### config.mk
export PLATFORM = sky130hd
export DESIGN_NAME = memory_controller_flat
export DESIGN_NICKNAME = d
export VERILOG_FILES = /design/src/rtl/memory_controller_if.sv /design/src/rtl/memory_controller.sv /design/src/flat_wrapper.sv
export SDC_FILE = /design/constraint.sdc
export NUM_CORES = 1
export LEC_CHECK = 0
export CAP_MARGIN = 20
export CORE_ASPECT_RATIO = 1.2
export CORE_MARGIN = 2
export CORE_UTILIZATION = 39
export CTS_BUF_LIST = sky130_fd_sc_hd__clkbuf_4
export DETAILED_ROUTE_END_ITERATION = 8
export HOLD_SLACK_MARGIN = 0.15
export PLACE_DENSITY = 0.9
export SETUP_SLACK_MARGIN = 0.02
export SLEW_MARGIN = 20
export SYNTH_ARGS = -nofsm -noshare
export SYNTH_HDL_FRONTEND = slang
export SYNTH_SLANG_ARGS = --single-unit
### constraint.sdc
create_clock -name clk -period 9.2 [get_ports clk]
set_clock_uncertainty 0.15 [all_clocks]
set_input_delay 0.92 -clock clk [delete_from_list [all_inputs] [get_ports clk]]
set_output_delay 0.92 -clock clk [all_outputs]
set_load 0.005 [all_outputs]
### src/rtl/memory_controller_if.sv
// ---------------------------------------------------------------------------
// memory_controller_if
// Bundles the data-cache, instruction-cache and RAM signals of the memory
// controller.
//
// Handshake semantics:
//   - Data side: d_vis_signal != NOP means a beat is requested in that cycle.
//     Read data is valid combinationally in the same cycle. A write is
//     committed at the rising edge that ends the cycle. A burst ends with the
//     first NOP.
//   - Instruction side: i_vis_signal = READ is held as a level until
//     i_mem_status = FINISHED is seen. i_mem_data is valid only while
//     FINISHED is shown.
//   - RAM side: ram_rdata follows ram_addr combinationally. ram_we commits
//     ram_wdata at the rising edge.
//
// Modports:
//   slave  - controller view (inputs from the caches and RAM, outputs to them)
//   master - environment view (the caches and RAM)
// ---------------------------------------------------------------------------
interface memory_controller_if #(
    parameter int ADDR_WIDTH = 17,
    parameter int LEN        = 32
);
    logic [ADDR_WIDTH-1:0] d_vis_addr;
    logic [1:0]            d_vis_signal;
    logic [LEN-1:0]        d_writen_data;
    logic [LEN-1:0]        d_mem_data;
    logic [1:0]            d_mem_status;
    logic [ADDR_WIDTH-1:0] i_vis_addr;
    logic [1:0]            i_vis_signal;
    logic [LEN-1:0]        i_mem_data;
    logic [1:0]            i_mem_status;
    logic [ADDR_WIDTH-1:0] ram_addr;
    logic [LEN-1:0]        ram_wdata;
    logic                  ram_we;
    logic [LEN-1:0]        ram_rdata;

    modport slave (
        input  d_vis_addr, d_vis_signal, d_writen_data,
        input  i_vis_addr, i_vis_signal, ram_rdata,
        output d_mem_data, d_mem_status, i_mem_data, i_mem_status,
        output ram_addr, ram_wdata, ram_we
    );

    modport master (
        output d_vis_addr, d_vis_signal, d_writen_data,
        output i_vis_addr, i_vis_signal, ram_rdata,
        input  d_mem_data, d_mem_status, i_mem_data, i_mem_status,
        input  ram_addr, ram_wdata, ram_we
    );
endinterface

### src/rtl/memory_controller.sv
// ---------------------------------------------------------------------------
// memory_controller
// Arbitrates one combinational-read RAM port between the data cache (absolute
// priority) and the instruction cache.
//   - Data bursts arrive as repeated beats at a constant start address. They
//     are turned into incrementing word addresses.
//   - Instruction fetches are single-word and use a registered handshake.
//
// Ports:
//   clk         - clock, rising edge
//   rst         - asynchronous active-high reset
//   bus         - memory_controller_if.slave: cache request and response
//                 signals, plus the RAM port
//   o_dbg_state - current FSM state (IDLE=0, D_BURST=1, I_SERVE=2, I_DONE=3)
// ---------------------------------------------------------------------------
module memory_controller #(
    parameter int ADDR_WIDTH  = 17,
    parameter int LEN         = 32,
    parameter int VECTOR_SIZE = 8,
    parameter int BEAT_WIDTH  = 4
) (
    input  logic                clk,
    input  logic                rst,
    memory_controller_if.slave  bus,
    output logic [1:0]          o_dbg_state
);
    localparam logic [1:0] MEM_NOP        = 2'd0;
    localparam logic [1:0] MEM_READ       = 2'd1;
    localparam logic [1:0] MEM_WRITE      = 2'd2;
    localparam logic [1:0] MEM_READ_BURST = 2'd3;

    localparam logic [1:0] MEM_RESTING  = 2'd0;
    localparam logic [1:0] MEM_WORKING  = 2'd1;
    localparam logic [1:0] MEM_FINISHED = 2'd2;

    localparam logic [BEAT_WIDTH-1:0] VEC_LIMIT = BEAT_WIDTH'(VECTOR_SIZE);

    typedef enum logic [1:0] {
        S_IDLE    = 2'd0,
        S_D_BURST = 2'd1,
        S_I_SERVE = 2'd2,
        S_I_DONE  = 2'd3
    } state_t;

    state_t                r_state;
    logic [BEAT_WIDTH-1:0] r_beat;
    logic [ADDR_WIDTH-1:0] r_i_addr;
    logic [LEN-1:0]        r_i_mem_data;
    logic [1:0]            r_i_mem_status;

    state_t                w_state_nxt;
    logic [BEAT_WIDTH-1:0] w_beat_nxt;
    logic [ADDR_WIDTH-1:0] w_i_addr_nxt;
    logic [LEN-1:0]        w_i_data_nxt;
    logic [1:0]            w_i_status_nxt;

    logic                  w_d_active;
    logic [BEAT_WIDTH-1:0] w_beat_eff;
    logic [ADDR_WIDTH-1:0] w_beat_off;
    logic [ADDR_WIDTH-1:0] w_ea;
    logic [ADDR_WIDTH-1:0] w_ram_addr;
    logic [LEN-1:0]        w_ram_wdata;
    logic                  w_ram_we;
    logic [LEN-1:0]        w_d_mem_data;

    assign w_d_active = (bus.d_vis_signal != MEM_NOP);

    // A data beat that preempts a fetch always starts a fresh burst at beat 0.
    assign w_beat_eff = (r_state == S_I_SERVE) ? '0 : r_beat;

    // The byte offset is beat*4. The sum wraps modulo 2^ADDR_WIDTH.
    assign w_beat_off = {{(ADDR_WIDTH-BEAT_WIDTH-2){1'b0}}, w_beat_eff, 2'b00};
    assign w_ea       = bus.d_vis_addr + w_beat_off;

    always_ff @(posedge clk or posedge rst) begin
        if (rst) begin
            r_state        <= S_IDLE;
            r_beat         <= '0;
            r_i_addr       <= '0;
            r_i_mem_data   <= '0;
            r_i_mem_status <= MEM_RESTING;
        end else begin
            r_state        <= w_state_nxt;
            r_beat         <= w_beat_nxt;
            r_i_addr       <= w_i_addr_nxt;
            r_i_mem_data   <= w_i_data_nxt;
            r_i_mem_status <= w_i_status_nxt;
        end
    end

    always_comb begin
        w_state_nxt  = r_state;
        w_beat_nxt   = r_beat;
        w_i_addr_nxt = r_i_addr;
        w_i_data_nxt = r_i_mem_data;
        // A held fetch request that is not being finished reads as WORKING.
        w_i_status_nxt = (bus.i_vis_signal == MEM_READ) ? MEM_WORKING : MEM_RESTING;
        w_ram_addr   = '0;
        w_ram_wdata  = '0;
        w_ram_we     = 1'b0;
        w_d_mem_data = '0;

        if (w_d_active) begin
            // A data beat is served in every state, with absolute priority.
            w_ram_addr = w_ea;
            case (bus.d_vis_signal)
                MEM_READ, MEM_READ_BURST: w_d_mem_data = bus.ram_rdata;
                MEM_WRITE: begin
                    // Write beats past the vector length are dropped.
                    if (w_beat_eff < VEC_LIMIT) begin
                        w_ram_we    = 1'b1;
                        w_ram_wdata = bus.d_writen_data;
                    end
                end
                default: ;
            endcase
            w_beat_nxt  = (&w_beat_eff) ? w_beat_eff : w_beat_eff + BEAT_WIDTH'(1);
            w_state_nxt = S_D_BURST;
            if (r_state == S_I_DONE) begin
                w_i_status_nxt = MEM_RESTING;
            end
        end else begin
            case (r_state)
                S_IDLE: begin
                    if (bus.i_vis_signal == MEM_READ) begin
                        w_i_addr_nxt = bus.i_vis_addr;
                        w_state_nxt  = S_I_SERVE;
                    end
                end
                S_D_BURST: begin
                    w_beat_nxt  = '0;
                    w_state_nxt = S_IDLE;
                end
                S_I_SERVE: begin
                    w_ram_addr     = r_i_addr;
                    w_i_data_nxt   = bus.ram_rdata;
                    w_i_status_nxt = MEM_FINISHED;
                    w_state_nxt    = S_I_DONE;
                end
                S_I_DONE: begin
                    // Ignore the still-held request for one cycle so it is
                    // not served twice.
                    w_i_status_nxt = MEM_RESTING;
                    w_state_nxt    = S_IDLE;
                end
                default: w_state_nxt = S_IDLE;
            endcase
        end
    end

    assign bus.ram_addr     = w_ram_addr;
    assign bus.ram_wdata    = w_ram_wdata;
    assign bus.ram_we       = w_ram_we & ~rst;
    assign bus.d_mem_data   = w_d_mem_data;
    assign bus.d_mem_status = ((r_state == S_I_SERVE) || (r_state == S_D_BURST)) ?
                              MEM_WORKING : MEM_RESTING;
    assign bus.i_mem_data   = r_i_mem_data;
    assign bus.i_mem_status = r_i_mem_status;
    assign o_dbg_state      = r_state;
endmodule

### src/flat_wrapper.sv
// flat-port wrapper written by rule: the top's interface ports become plain ports
module memory_controller_flat 
#(
    parameter int ADDR_WIDTH  = 17,
    parameter int LEN         = 32,
    parameter int VECTOR_SIZE = 8,
    parameter int BEAT_WIDTH  = 4
)
  (clk, rst, o_dbg_state, bus_d_vis_addr, bus_d_vis_signal, bus_d_writen_data, bus_i_vis_addr, bus_i_vis_signal, bus_ram_rdata, bus_d_mem_data, bus_d_mem_status, bus_i_mem_data, bus_i_mem_status, bus_ram_addr, bus_ram_wdata, bus_ram_we);
  memory_controller_if #(.ADDR_WIDTH(ADDR_WIDTH), .LEN(LEN)) bus_i ();
  input  logic clk;
  input  logic rst;
  output logic [1:0] o_dbg_state;
  input wire logic [$bits(bus_i.d_vis_addr)-1:0] bus_d_vis_addr;
  input wire logic [$bits(bus_i.d_vis_signal)-1:0] bus_d_vis_signal;
  input wire logic [$bits(bus_i.d_writen_data)-1:0] bus_d_writen_data;
  input wire logic [$bits(bus_i.i_vis_addr)-1:0] bus_i_vis_addr;
  input wire logic [$bits(bus_i.i_vis_signal)-1:0] bus_i_vis_signal;
  input wire logic [$bits(bus_i.ram_rdata)-1:0] bus_ram_rdata;
  output wire logic [$bits(bus_i.d_mem_data)-1:0] bus_d_mem_data;
  output wire logic [$bits(bus_i.d_mem_status)-1:0] bus_d_mem_status;
  output wire logic [$bits(bus_i.i_mem_data)-1:0] bus_i_mem_data;
  output wire logic [$bits(bus_i.i_mem_status)-1:0] bus_i_mem_status;
  output wire logic [$bits(bus_i.ram_addr)-1:0] bus_ram_addr;
  output wire logic [$bits(bus_i.ram_wdata)-1:0] bus_ram_wdata;
  output wire logic [$bits(bus_i.ram_we)-1:0] bus_ram_we;
  assign bus_i.d_vis_addr = bus_d_vis_addr;
  assign bus_i.d_vis_signal = bus_d_vis_signal;
  assign bus_i.d_writen_data = bus_d_writen_data;
  assign bus_i.i_vis_addr = bus_i_vis_addr;
  assign bus_i.i_vis_signal = bus_i_vis_signal;
  assign bus_i.ram_rdata = bus_ram_rdata;
  assign bus_d_mem_data = bus_i.d_mem_data;
  assign bus_d_mem_status = bus_i.d_mem_status;
  assign bus_i_mem_data = bus_i.i_mem_data;
  assign bus_i_mem_status = bus_i.i_mem_status;
  assign bus_ram_addr = bus_i.ram_addr;
  assign bus_ram_wdata = bus_i.ram_wdata;
  assign bus_ram_we = bus_i.ram_we;
  memory_controller #(.ADDR_WIDTH(ADDR_WIDTH), .LEN(LEN), .VECTOR_SIZE(VECTOR_SIZE), .BEAT_WIDTH(BEAT_WIDTH)) u_core (.clk(clk), .rst(rst), .bus(bus_i), .o_dbg_state(o_dbg_state));
endmodule
=== After elaboration in Yosys (flattened, before gate mapping) ===
Cells that the tools add are included.

* Add/subtract/negate cells: 2
* Order comparisons: 1
* Equal/unequal tests: 8
* Multiplexer cells: 22
* Bitwise logic cells: 3
* Reduce and logical (&&, ||, !) cells: 9

{| class="wikitable"
|+ Operator list
! operator !! number
|-
| $mux W32 || 5
|-
| $mux W17 || 2
|-
| $add A17 B6 Y17 || 1
|-
| $mux W4 || 4
|-
| $eq A2 B2 Y1 const B || 4
|-
| $mux W2 || 4
|-
| $eq A2 B1 Y1 const B || 3
|-
| $pmux W2 S3 || 1
|-
| $mux W1 || 5
|-
| $add A4 B1 Y4 const B || 1
|-
| $lt A4 B4 Y1 const B || 1
|-
| $pmux W2 S2 || 1
|-
| $reduce_and A4 Y1 || 1
|-
| $reduce_bool A2 Y1 || 2
|-
| $reduce_or A2 Y1 || 2
|-
| $ne A3 B1 Y1 const B || 1
|-
| $reduce_and A3 Y1 || 1
|-
| $logic_not A2 Y1 || 1
|-
| $not A1 Y1 || 2
|-
| $reduce_and A2 Y1 || 1
|-
| $and A1 B1 Y1 || 1
|-
| $logic_or A1 B1 Y1 || 1
|}

* Bits in registers: 57
* Word-level logic and storage cells: 50

=== Logic depth before layout (Yosys ltp) ===
Gate-level depths: netlist of run 1.

* Word-level depth: 7
* Mapped depth: 11
* Depth with buffers taken out: 10

=== Worst setup path after synthesis of run 1 ===
Ideal clock, no wire load.

* Path type: register -> output
* Start: reg u_core.r_state[0] (netlist: u_core.o_dbg_state[0])
* End: out bus_ram_addr[16]
* Arrival time: 2.602 ns
* Slack: 5.528 ns
* Stages on the path, launching flop included: 12
* Cells stage by stage: dfrtp_1 inv_1 ha_1 buf_2 nor2b_1 ha_1 ha_1 nand2_1 a211oi_4 o21ai_2 or4_1 nand3_1

* Cells in the longest elaborated chain, start to end: 4
* Elaborated cells between the ends (all ways): 5
* Those cells by class: 1 x add/sub; 1 x eq/ne; 3 x mux

{| class="wikitable"
|+ Ends and longest elaborated chain
! element !! RTL line !! RTL
|-
| start: declaration || memory_controller.sv:45 || <nowiki>state_t r_state;</nowiki>
|-
| start signal: assignment || memory_controller.sv:83 || <nowiki>r_state <= w_state_nxt;</nowiki>
|-
| $eq A2 B2 Y1 (*) || memory_controller.sv:69, memory_controller.sv:123 ||
|-
| $mux W4 || memory_controller.sv:69 || <nowiki>assign w_beat_eff = (r_state == S_I_SERVE) ? '0 : r_beat;</nowiki>
|-
| $add A17 B6 Y17 || memory_controller.sv:73 || <nowiki>assign w_ea = bus.d_vis_addr + w_beat_off;</nowiki>
|-
| $mux W17 (*) || memory_controller.sv:103 || <nowiki>if (w_d_active) begin</nowiki>
|-
| end: declaration || flat_wrapper.sv:24 || <nowiki>output wire logic [$bits(bus_i.ram_addr)-1:0] bus_ram_addr;</nowiki>
|}

Every way passes the cells marked *; elsewhere a longest branch is shown, timed or not.

=== Worst setup path in the final report of run 1 ===
Same ends and word-level chain as after synthesis.

==> results of run 1 <==
==> cell families after synthesis <==
group,Yosys count,synth area share [%]
AO/OA/AOI/OAI,49,10.03
XOR/XNOR,8,2.021
adder cells (fa/ha/maj),10,3.537
buffers and inverters,24,3.645
flip-flops,57,41.14
multiplexers,49,15.91
other,1,0.1082
AND/OR/NAND/NOR,141,23.60
==> flip-flops by register name, summed over array words and instances, names as in the netlist <==
name and count:
u_core.bus.i_mem_data 32, u_core.bus.i_mem_status 2, u_core.o_dbg_state 2, u_core.r_beat 4, u_core.r_i_addr 17
==> metal layers <==
| layer | part of all wire [%] | wire length, µm | track usage, % | vias to the layer above |
|---|---|---|---|---|
| li1 | - | - | - | 1625 |
| met1 | 35 | 4217 | 25.89 | 1661 |
| met2 | 52 | 6316 | 45.38 | 182 |
| met3 | 7.3 | 876 | 6.723 | 42 |
| met4 | 5.3 | 643 | 14.40 | 0 |
| met5 | 0 | 0 | 0 | - |
==> cell usage after synthesis, types with 3 or more instances <==
library cell / count
a21oi_1: 9
a32oi_1: 4
and2_1: 66
buf_2: 8
clkbuf_1: 9
dfrtp_1: 57
ha_1: 9
inv_1: 3
mux2_1: 49
nand2_1: 19
nand3_1: 19
nand4_1: 5
nor2_1: 7
nor2b_1: 3
nor3_1: 5
o211ai_1: 10
o21ai_0: 3
o21ai_1: 10
xor2_1: 7
==> worst paths after layout <==
| path | cells past startpoint | to | start |
|---|---|---|---|
| worst max-delay path | 10 | bus_ram_addr[16] | u_core.o_dbg_state[0] |
| worst min-delay path | 1 | u_core.bus.i_mem_data[17] | u_core.bus.i_mem_data[17] |
| worst max register to register | 4 | u_core.bus.i_mem_data[8] | u_core.o_dbg_state[0] |
| worst min register to register | 1 | u_core.bus.i_mem_data[17] | u_core.bus.i_mem_data[17] |
| max in group asynchronous | 3 | u_core.r_i_addr[2] | rst |
| min in group asynchronous | 3 | u_core.bus.i_mem_data[3] | rst |
==> final cells by class <==
| class | instances | area share, % |
|---|---|---|
| clock buffers | 9 | 1.151 |
| inverters | 3 | 0.1918 |
| flip-flops and latches | 57 | 24.29 |
| multi-input cells | 258 | 32.62 |
| clock inverters | 6 | 1.023 |
| well taps | 117 | 2.493 |
| repair buffers | 225 | 38.23 |
==> per-stage QoR <==
step	area (µm²)	hold WS (ps)	worst slack (ps)	power, mW
3_3_place_gp	5744	316.5	4437	0.6100
3_5_place_dp	5744	324.1	4317	0.6206
6_report	5872	339.7	4055	0.7922
2_1_floorplan	3467	313.2	5528	0.4415
4_1_cts	5872	346.4	4043	0.8011
5_1_grt	5872	362.7	3744	0.8420
==> report_power, final <==
| part | leakage [nW] | switching [mW] | internal [mW] | total [mW] |
|---|---|---|---|---|
| combinational | 1.68 | 0.129 | 0.182 | 0.310 |
| sequential | 0.762 | 0.0240 | 0.281 | 0.305 |
| clock | 0.0692 | 0.0965 | 0.0800 | 0.177 |
==> flow_summary.toml, run 1 <==
[setup_path]
crit_family = "adder cells"
path_class = "reg2out"
r2r_slack_ps = 6260
crit_buf_inv = 2
arrival_ps = 4070
path_common_cell = "ha_1"
cp_slowest_cell = "ha_1"
critPathMaxFanout = 23
critical-path-max-stage-delay_ps = 760
startpoint_type = "flop"
worstPathRequired_ps = 8130
endpoint_kind = "output pin"
path_cells = "inv_1, ha_1, nor2b_1, ha_1, o21ai_1, a211oi_4, o21ai_2, or4_1, nand3_1, clkdlybuf4s50_1"

[synth]
synth-seq-area-share_pct = 41.14
avgSynthCellArea_um2 = 10.23
syn-num-nets = 452
ys.flop_type = "dfrtp_1"
synth_cells = 339
synth_top_area_share_pct = 41.14
synth_edf_count = 0
synth.distinct_cells = 49
yosys_register_bits = 57
synth_area_leaders = "dfrtp_1 (41%), mux2_1 (16%), and2_1 (12%)"
netlist_area_um2 = 3467
yosysWarnings = 0
yosys.area.top_type = "dfrtp_1"
synth-async-reset-ratio_pct = 100.0

[sta]
setup-tns-final_ps = 0
drv_slew = 0
worst_slew_pin_slew_ps = 1008
setup_viol = 0
fin_crit_ps = 5145
rsz0062_at_grt = "no"
finalHoldViolations = 0
maxClockFrequency_ghz = 0.1944
max_slew_margin_pct = 32.61
fin_crit_sh_pct = 55.92

[clock_network]
ctsHoldBuffers = 0
cts-root-buf = "clkbuf_4"
cts_resized = 0
cts_tree = "yes"
clockBufferDepth = 2
post_cts_buffers = 0
clk_pin_slew_ps = 100
cts_sinks = 57
cts_buffers = 9
clock_latency_ps = 380
htreeDepth = 3

[floorplanning]
ios = 224
floorplan.initialDensity_pct = 40.26
coreArea_um2 = 8611
die_h_um = 107.3
die_area_um2 = 9663
num_rows = 37
die_w_um = 90.07

[run]
maxCapViolations = 0

[grt]
antenna_found_initial = 0
grt_first_pass_wirelength_um = 18610
track_usage_pct = 24.95
grt_max_degree = 59
grt_pass1_vias = 3650
grt.overflow.total = 0

[cells_and_area]
utilization_pct = 68.19
stdcell_count = 675
mostFrequentLayoutCell = "clkdlybuf4s50_1"
seq_area_um2 = 1426
syn_to_final_growth_pct = 69.36
multi_input_area_um2 = 1916
fill_cells = 684
n_antenna_cell = 0
final_nets = 667
layout_common_cells = "clkdlybuf4s50_1 (222), and2_1 (65), dfrtp_1 (57)"
drive_gt1_share_pct = 5.376

[route]
vias_per_cell = 5.200
drt_iter0_drc = 203
routed-via-count = 3510
wl_per_cell_um = 17.86
routed_wl_um = 12050
drc = 0
ant_nets = 0
drtPass1Iterations = 4

[pwr]
p_leak_nw = 2.507
power_density_nw_per_um2 = 134.9
peakVddDrop_mv = 0.07334

[hold_path]
hp-class = "reg2reg"

[place]
hpwlAfterDp_um = 9677
dp_cells = 660
io_buffers = 222
place.gp.congestion = 0.8856

[run_status]
status = "finished clean"
Power figures use the tool's default switching activity.
==> run 2, diff against run 1 <==
Settings changed: CORE_UTILIZATION 39 to 34, PLACE_DENSITY 0.9 to 0.83.
Clock period 9.2 ns to 4.39 ns, I/O delays scaled along.
==> flow_summary.toml, run 2 (synthesis results as in run 1) <==
[run_status]
status = "finished clean"

[floorplanning]
num_rows = 40
die_area_um2 = 11020
die_w_um = 96.19
ios = 224
die_h_um = 114.6
floorplan.initialDensity_pct = 34.81
coreArea_um2 = 9960

[run]
maxCapViolations = 0

[setup_path]
path_cells = "inv_1, ha_2, nor2b_1, ha_1, o21ai_1, a211oi_4, o21ai_2, or4_1, nand3_1, clkdlybuf4s50_1"
path_class = "reg2out"
cp_slowest_cell = "clkdlybuf4s50_1"
crit_buf_inv = 2
critical-path-max-stage-delay_ps = 500
crit_family = "adder cells"
critPathMaxFanout = 11
endpoint_kind = "output pin"
startpoint_type = "flop"
worstPathRequired_ps = 3800
arrival_ps = 3520

[sta]
setup-tns-final_ps = 0
fin_crit_ps = 4105
maxClockFrequency_ghz = 0.2436
fin_ws_ps = 285.5
worst_slew_pin_slew_ps = 736.2
rsz0062_at_grt = "no"
finalHoldViolations = 0
fin_crit_sh_pct = 93.50
drv_slew = 0
setup_viol = 0
max_slew_margin_pct = 50.92

[grt]
grt_max_degree = 58
grt_first_pass_wirelength_um = 17450
track_usage_pct = 20.77
grt.overflow.total = 0
grt_pass1_vias = 3484
antenna_found_initial = 2

[clock_network]
htreeDepth = 3
clockBufferDepth = 2
cts_sinks = 57
cts_buffers = 9
cts-root-buf = "clkbuf_4"
cts_tree = "yes"
clk_pin_slew_ps = 120
clock_latency_ps = 420
ctsHoldBuffers = 0

[hold_path]
hp-class = "reg2reg"

[place]
hpwlAfterDp_um = 8821
place.gp.congestion = 0.9158
io_buffers = 222
dp_slack_ps = 514.9
dp_cells = 673

[cells_and_area]
mostFrequentLayoutCell = "clkdlybuf4s50_1"
stdcell_count = 692
seq_area_um2 = 1426
multi_input_area_um2 = 1923
syn_to_final_growth_pct = 71.02
final_nets = 672
drive_gt1_share_pct = 7.092
layout_common_cells = "clkdlybuf4s50_1 (222), and2_1 (65), dfrtp_1 (57)"
largest_register_ffs = 32
fill_cells = 814

[pwr]
power_density_nw_per_um2 = 276.1
finalPower_mw = 1.637
peakVddDrop_mv = 0.1383
p_leak_nw = 2.520

[route]
ant_nets = 0
drc = 0
drt_iter0_drc = 103
routed-via-count = 3418
routed_wl_um = 11350
wl_per_cell_um = 16.40
vias_per_cell = 4.939
drtPass1Iterations = 4
## run 2: changes by cell type in the layout (fill, tap and decap cells not counted), sizes merged
cell / delta
bufinv: -1
inv: +1
diode: +2
clkinvlp: +2
clkinv: -1
buf: +5
## run 2: stage by stage
step                cell area [µm²]  utilization [%]  hold WS [ps]
floorplan                      3467                -         313.2
global placement               5786            58.09         318.3
detailed placement             5786            58.09         325.0
CTS                            5912            59.36         351.3
global route                   5929            59.54         362.6
finish                         5929            59.54         349.4
## run 2: where the power goes
group          total [mW]  leakage (nW)  switching (mW)  internal (mW)
registers           0.639         0.762          0.0492          0.590
clock network       0.350        0.0601           0.230          0.120
logic               0.648          1.70           0.263          0.385
## run 2: worst paths after layout
check | start | endpoint | slack, ps | cells past startpoint
worst max-delay path | u_core.o_dbg_state[0] | bus_ram_addr[16] | 290 | 10
worst max register to register | u_core.o_dbg_state[0] | u_core.bus.i_mem_data[28] | 1810 | 6
worst min-delay path | u_core.bus.i_mem_data[2] | u_core.bus.i_mem_data[2] | 350 | 1
max in group asynchronous | rst | u_core.bus.i_mem_data[27] | 3200 | 3
worst min register to register | u_core.bus.i_mem_data[2] | u_core.bus.i_mem_data[2] | 350 | 1
min in group asynchronous | rst | u_core.r_i_addr[10] | 390 | 3
## run 2: layout make-up
cell class,instances,share of cell area [%]
antenna,2,0.08441
sequential,57,24.06
inverter,3,0.1899
timing repair buffer,230,38.49
multi-input combinational,258,32.43
tap,126,2.659
clock inverter,7,0.9496
clock buffer,9,1.139
## run 2: repair_timing
item                       in CTS  in global routing
resized for setup               1                  2
setup endpoints to repair       1                  4
setup buffers                   0                  1
cloned                          0                  0
hold endpoints to repair        0                  0
pin swaps                       0                  1
## run 2: per-layer routing
| layer | wire length [µm] | share of wire, % | track usage [%] | up-vias |
|---|---|---|---|---|
| met5 | 0 | 0 | 0 | - |
| met4 | 280 | 2.5 | 9.524 | 0 |
| met3 | 776 | 6.8 | 5.530 | 21 |
| met2 | 6015 | 53 | 35.60 | 157 |
| met1 | 4272 | 38 | 23.77 | 1600 |
| li1 | - | - | - | 1640 |
==> run 3, diff against run 2 <==
Settings changed: CTS_CLUSTER_DIAMETER set to 80.
==> results of run 3 <==
Final layout, timing and power as in run 2 (identical DEF).
